### config.mk
export PLATFORM = sky130hd
export DESIGN_NAME = urv_dm_responder
export DESIGN_NICKNAME = d
export VERILOG_FILES = /design/src/rtl/urv_dm_responder.sv
export SDC_FILE = /design/constraint.sdc
export NUM_CORES = 1
export LEC_CHECK = 0
export ABC_CLOCK_PERIOD_IN_PS = 5000
export CAP_MARGIN = 5
export CORE_MARGIN = 2
export CORE_UTILIZATION = 42
export CTS_CLUSTER_DIAMETER = 150
export CTS_CLUSTER_SIZE = 16
export DETAILED_ROUTE_END_ITERATION = 7
export HOLD_SLACK_MARGIN = 0.03
export PLACE_DENSITY = 0.95
export SETUP_SLACK_MARGIN = 0.4
export SLEW_MARGIN = 10
export SYNTH_ARGS = -nofsm -noshare
export SYNTH_HDL_FRONTEND = slang
export SYNTH_SLANG_ARGS = --single-unit
export TNS_END_PERCENT = 30
### constraint.sdc
create_clock -name clk_i -period 5 [get_ports clk_i]
set_input_delay 1 -clock clk_i [delete_from_list [all_inputs] [get_ports clk_i]]
set_output_delay 1 -clock clk_i [all_outputs]
set_load 0.01 [all_outputs]
### src/rtl/urv_dm_responder.sv
// Data-memory responder for the uRV core: serves a local single-cycle RAM window
// directly and forwards every other address to a pipelined Wishbone master.
module urv_dm_responder #(
    parameter int unsigned g_ram_aw     = 14,
    parameter int unsigned g_wb_timeout = 255
) (
    input  logic                clk_i,
    input  logic                rst_i,

    input  logic [31:0]         dm_addr_i,
    input  logic [31:0]         dm_data_s_i,
    input  logic [3:0]          dm_data_select_i,
    input  logic                dm_load_i,
    input  logic                dm_store_i,
    output logic                dm_ready_o,
    output logic [31:0]         dm_data_l_o,
    output logic                dm_load_done_o,
    output logic                dm_store_done_o,
    output logic                dm_bus_error_o,

    output logic [g_ram_aw-1:0] ram_addr_o,
    output logic [31:0]         ram_data_o,
    output logic [3:0]          ram_bwe_o,
    input  logic [31:0]         ram_data_i,

    output logic [31:0]         wb_adr_o,
    output logic [31:0]         wb_dat_o,
    output logic [3:0]          wb_sel_o,
    output logic                wb_we_o,
    output logic                wb_cyc_o,
    output logic                wb_stb_o,
    input  logic [31:0]         wb_dat_i,
    input  logic                wb_ack_i,
    input  logic                wb_err_i,
    input  logic                wb_stall_i
);

    typedef enum logic [1:0] {
        IDLE,
        WB_REQ,
        WB_WAIT
    } state_t;

    // Last WB_WAIT cycle before giving up: timer counts 0 .. g_wb_timeout-1.
    localparam logic [7:0] c_timer_last = 8'(g_wb_timeout - 1);

    state_t      state, state_nxt;
    logic [7:0]  timer;
    logic        req_any, ram_hit, accept, acc_ram, acc_wb;
    logic        wb_done, wb_fail;

    logic [31:0] adr_q, dat_q, data_q;
    logic [3:0]  sel_q;
    logic        we_q, ram_load_q;
    logic        load_done_q, store_done_q, bus_err_q;

    logic        unused_addr_lsb;
    assign unused_addr_lsb = ^dm_addr_i[1:0];

    assign req_any = dm_load_i | dm_store_i;
    assign ram_hit = (dm_addr_i[31:g_ram_aw+2] == '0);
    assign accept  = dm_ready_o & req_any;
    assign acc_ram = accept & ram_hit;
    assign acc_wb  = accept & ~ram_hit;

    assign ram_addr_o = dm_addr_i[g_ram_aw+1:2];
    assign ram_data_o = dm_data_s_i;
    assign ram_bwe_o  = (acc_ram & dm_store_i) ? dm_data_select_i : '0;

    always_ff @(posedge clk_i) begin
        if (rst_i)
            state <= IDLE;
        else
            state <= state_nxt;
    end

    always_comb begin
        state_nxt = state;
        wb_done   = 1'b0;
        wb_fail   = 1'b0;
        unique case (state)
            IDLE: begin
                if (acc_wb)
                    state_nxt = WB_REQ;
            end
            WB_REQ: begin
                if (!wb_stall_i) begin
                    if (wb_ack_i | wb_err_i) begin
                        state_nxt = IDLE;
                        wb_done   = 1'b1;
                        wb_fail   = wb_err_i;
                    end else begin
                        state_nxt = WB_WAIT;
                    end
                end
            end
            WB_WAIT: begin
                if (wb_ack_i | wb_err_i) begin
                    state_nxt = IDLE;
                    wb_done   = 1'b1;
                    wb_fail   = wb_err_i;
                end else if (timer == c_timer_last) begin
                    state_nxt = IDLE;
                    wb_done   = 1'b1;
                    wb_fail   = 1'b1;
                end
            end
            default: state_nxt = IDLE;
        endcase
    end

    always_comb begin
        wb_cyc_o   = 1'b0;
        wb_stb_o   = 1'b0;
        dm_ready_o = 1'b0;
        unique case (state)
            IDLE:    dm_ready_o = ~rst_i;
            WB_REQ:  begin
                wb_cyc_o = 1'b1;
                wb_stb_o = 1'b1;
            end
            WB_WAIT: wb_cyc_o = 1'b1;
            default: dm_ready_o = 1'b0;
        endcase
    end

    always_ff @(posedge clk_i) begin
        if (rst_i) begin
            timer        <= '0;
            adr_q        <= '0;
            dat_q        <= '0;
            sel_q        <= '0;
            we_q         <= 1'b0;
            data_q       <= '0;
            ram_load_q   <= 1'b0;
            load_done_q  <= 1'b0;
            store_done_q <= 1'b0;
            bus_err_q    <= 1'b0;
        end else begin
            timer        <= (state == WB_WAIT) ? timer + 8'd1 : '0;
            ram_load_q   <= acc_ram & ~dm_store_i;
            load_done_q  <= (acc_ram & ~dm_store_i) | (wb_done & ~we_q);
            store_done_q <= (acc_ram & dm_store_i) | (wb_done & we_q);
            bus_err_q    <= wb_done & wb_fail;
            if (acc_wb) begin
                adr_q <= {dm_addr_i[31:2], 2'b00};
                dat_q <= dm_data_s_i;
                sel_q <= dm_data_select_i;
                we_q  <= dm_store_i;
            end
            if (wb_done)
                data_q <= (wb_fail | we_q) ? '0 : wb_dat_i;
        end
    end

    // RAM read data is already registered by the RAM itself, so it is passed through.
    assign dm_data_l_o     = ram_load_q ? ram_data_i : data_q;
    assign dm_load_done_o  = load_done_q;
    assign dm_store_done_o = store_done_q;
    assign dm_bus_error_o  = bus_err_q;

    assign wb_adr_o = adr_q;
    assign wb_dat_o = dat_q;
    assign wb_sel_o = sel_q;
    assign wb_we_o  = we_q & wb_cyc_o;

endmodule

==> flow_summary.json, run 1 <==
{
  "status": "completed",
  "seqCellArea_um2": 2260,
  "cts.sinks": 113,
  "post-synth-top-count-cell": "dfxtp_1",
  "crit_path_start_kind": "input port",
  "io_pins": 296,
  "ys_warn_count": 0,
  "top_usage_layer": "met2",
  "ys_types": 45,
  "grt_max_degree": 110,
  "yosysSeqAreaShare_pct": 40.6,
  "power_density_nw_per_um2": 312,
  "pre_cts_ws_ps": 833,
  "io_buffers": 291,
  "ys_seq_elements": 113,
  "yosys.area.top_type_share_pct": 40.6,
  "period_needed_ps": 4260,
  "ir_worst_vdd_v": 0.000195,
  "post-cts-setup-buffer-count": 0,
  "rsz0062_at_grt": "false",
  "timing.final.hold_violations": 0,
  "dp.cells": 1002,
  "cts_max_level": 4,
  "antenna-diode-count": 0,
  "wl_um": 18100,
  "p_leak_nw": 3.03,
  "track_usage_pct": 24.7,
  "clockBufferDepth": 2,
  "rows": 42,
  "area_growth_pct": 55.4,
  "crit_arrival_ps": 3260,
  "syn_area_um2": 5570,
  "die_h_um": 119,
  "avgSynthCellArea_um2": 8.78,
  "hp-class": "flop to flop",
  "cts_tree": "done",
  "fmax_ghz": 0.235,
  "synth_async_sr_flop_share_pct": 0,
  "avgViaCountPerCell": 5.43,
  "initial_core_util_pct": 42.6,
  "grtUsageMet2_pct": 42.2,
  "worstSetupPathType": "input port to primary output",
  "ys.flop_type": "dfxtp_1",
  "cts_hold_buf": 0,
  "worst-slew-pin-transition_ps": 1140,
  "fillers": 1024,
  "setup_violations": 0,
  "root_buffer": "clkbuf_16",
  "drive_above_1_share_pct": 10.7,
  "drc_errors": 0,
  "gp_congestion": 0.881,
  "synth_edf_count": 0,
  "first_global_vias": 5571,
  "place_hpwl_um": 12400,
  "met3_usage_pct": 8.91,
  "gr-usage-met1_pct": 27.2,
  "ys_top_cells_by_count": "dfxtp_1, o21ai_0, nand3_1",
  "layout.nets": 990,
  "layout_setup_ws_ps": 742,
  "die_w_um": 119,
  "synth_top_area_cell": "dfxtp_1",
  "required_ps": 4000,
  "multi_input_comb_area_um2": 2670,
  "final_max_slew_viol_count": 0,
  "relSlewSlack_pct": 23.6,
  "fin_skew_ps": 6.86,
  "antenna_found_initial": 0,
  "die_area_um2": 14200,
  "critPathMaxFanout": 4,
  "clk_latency_ps": 420,
  "post-route-period-util_pct": 85.2,
  "num_vias": 5608,
  "synthCells": 635,
  "synth_area_leaders": "dfxtp_1, buf_4, o21ai_0",
  "overflow": 0,
  "grt_pass1_wl_um": 27900,
  "drtPass1Iterations": 5,
  "clkSlewWorstSetupHoldPaths_ps": 50,
  "crit_path_end_kind": "primary output",
  "cts_buffers": 17,
  "drtIter0Drc": 392,
  "cts-resized-gates": 0,
  "max_cap_violations": 0,
  "fin_setup_tns_ps": 0,
  "finalNonFillerCells": 1033,
  "core-area_um2": 13100,
  "drtAntennaViolNets": 0,
  "routedWlPerCell_um": 17.5
}
[power by group]
group / internal (mW) / total, mW / switching (mW)
combinational: 0.327 / 0.652 / 0.325
sequential: 0.964 / 0.993 / 0.0285
clock: 0.661 / 1.06 / 0.401
[metrics by stage]
step	utilization (%)	instance area, um^2	total power, mW	hold WS, ps
3_3_place_gp	62.3	8150	1.64	459
5_1_grt	66.2	8660	2.82	495
4_1_cts	66.2	8660	2.73	473
2_1_floorplan	-	5580	1.34	453
6_report	66.2	8660	2.71	472
3_5_place_dp	62.3	8150	1.66	466
[state kept, by name (all words and copies together), names as in the netlist]
signal,flops
we_q,1
timer,8
wb_adr_o,30
dm_load_done_o,1
dm_store_done_o,1
data_q,32
wb_sel_o,4
state,2
wb_dat_o,32
ram_load_q,1
dm_bus_error_o,1
[path summary, 6_finish.rpt]
check,from,end,slack (ps),cells past startpoint
max,dm_addr_i[18],ram_bwe_o[3],740,6
min,wb_dat_o[2],wb_dat_o[2],470,2
max reg2reg,state[0],data_q[29],2270,6
min reg2reg,wb_dat_o[2],wb_dat_o[2],470,2
[cell families (layout without fill, tap and decap cells)]
kind of cell	count (synthesis)	after routing	synth area share, %
compound gates	194	194	23.5
xor+xnor	6	6	0.943
fa+ha+maj	6	6	1.35
buf+inv	118	339	12.2
flops	113	113	40.6
mux	28	28	5.63
other cells	1	2	0.0673
simple gates	169	169	15.7
[routing by layer]
layer	vias to the layer above	wire length [um]	share of wire, %
met1	2648	6960	38
met2	265	8980	50
met4	0	606	3.4
met5	-	0	0
li1	2644	-	-
met3	51	1530	8.5
[cell usage in the layout (no fill, tap or decap), types with 2 or more instances in the layout]
cell type | netlist | layout
nand3_1 | 72 | 72
clkbuf_1 | 33 | 4
mux2_2 | 27 | 27
ha_1 | 6 | 6
clkinv_2 | 0 | 7
a21oi_1 | 68 | 68
nor3_1 | 2 | 2
nand2_1 | 33 | 33
o211ai_1 | 5 | 5
inv_1 | 10 | 10
and2_1 | 5 | 5
xor2_1 | 5 | 5
o21ai_4 | 0 | 2
dfxtp_1 | 113 | 113
clkbuf_8 | 0 | 3
o32ai_1 | 13 | 13
clkdlybuf4s50_1 | 0 | 290
a21boi_0 | 2 | 2
o21ai_0 | 73 | 73
nor2_1 | 10 | 10
conb_1 | 1 | 2
clkbuf_16 | 0 | 17
and3_1 | 4 | 4
o32ai_2 | 20 | 20
nand4_1 | 2 | 2
buf_4 | 52 | 8
nand2b_1 | 30 | 30
nor4_1 | 4 | 4
[area by class of cell]
cell class	count	area share (%)
clock buffer	24	5.56
tap	176	2.54
inverter	10	0.433
sequential	113	26.1
timing repair buffer	298	34.2
clock inverter	7	0.404
multi-input combinational	405	30.8
[critical path, cell delays in order]
cell,delay (ps)
clkdlybuf4s50_1,420
nor4_1,570
and4_2,320
and3_1,250
and2_1,150
clkdlybuf4s50_1,540
Power figures use the tool's default switching activity.
==> run 2: changes to the inputs <==
--- a/config.mk
+++ b/config.mk
@@ -9,7 +9,7 @@
 export CAP_MARGIN = 5
 export CORE_MARGIN = 2
 export CORE_UTILIZATION = 42
-export CTS_CLUSTER_DIAMETER = 150
+export CTS_CLUSTER_DIAMETER = 200
 export CTS_CLUSTER_SIZE = 16
 export DETAILED_ROUTE_END_ITERATION = 7
 export HOLD_SLACK_MARGIN = 0.03
==> results of run 2 <==
Final layout, timing and power as in run 1 (identical DEF).
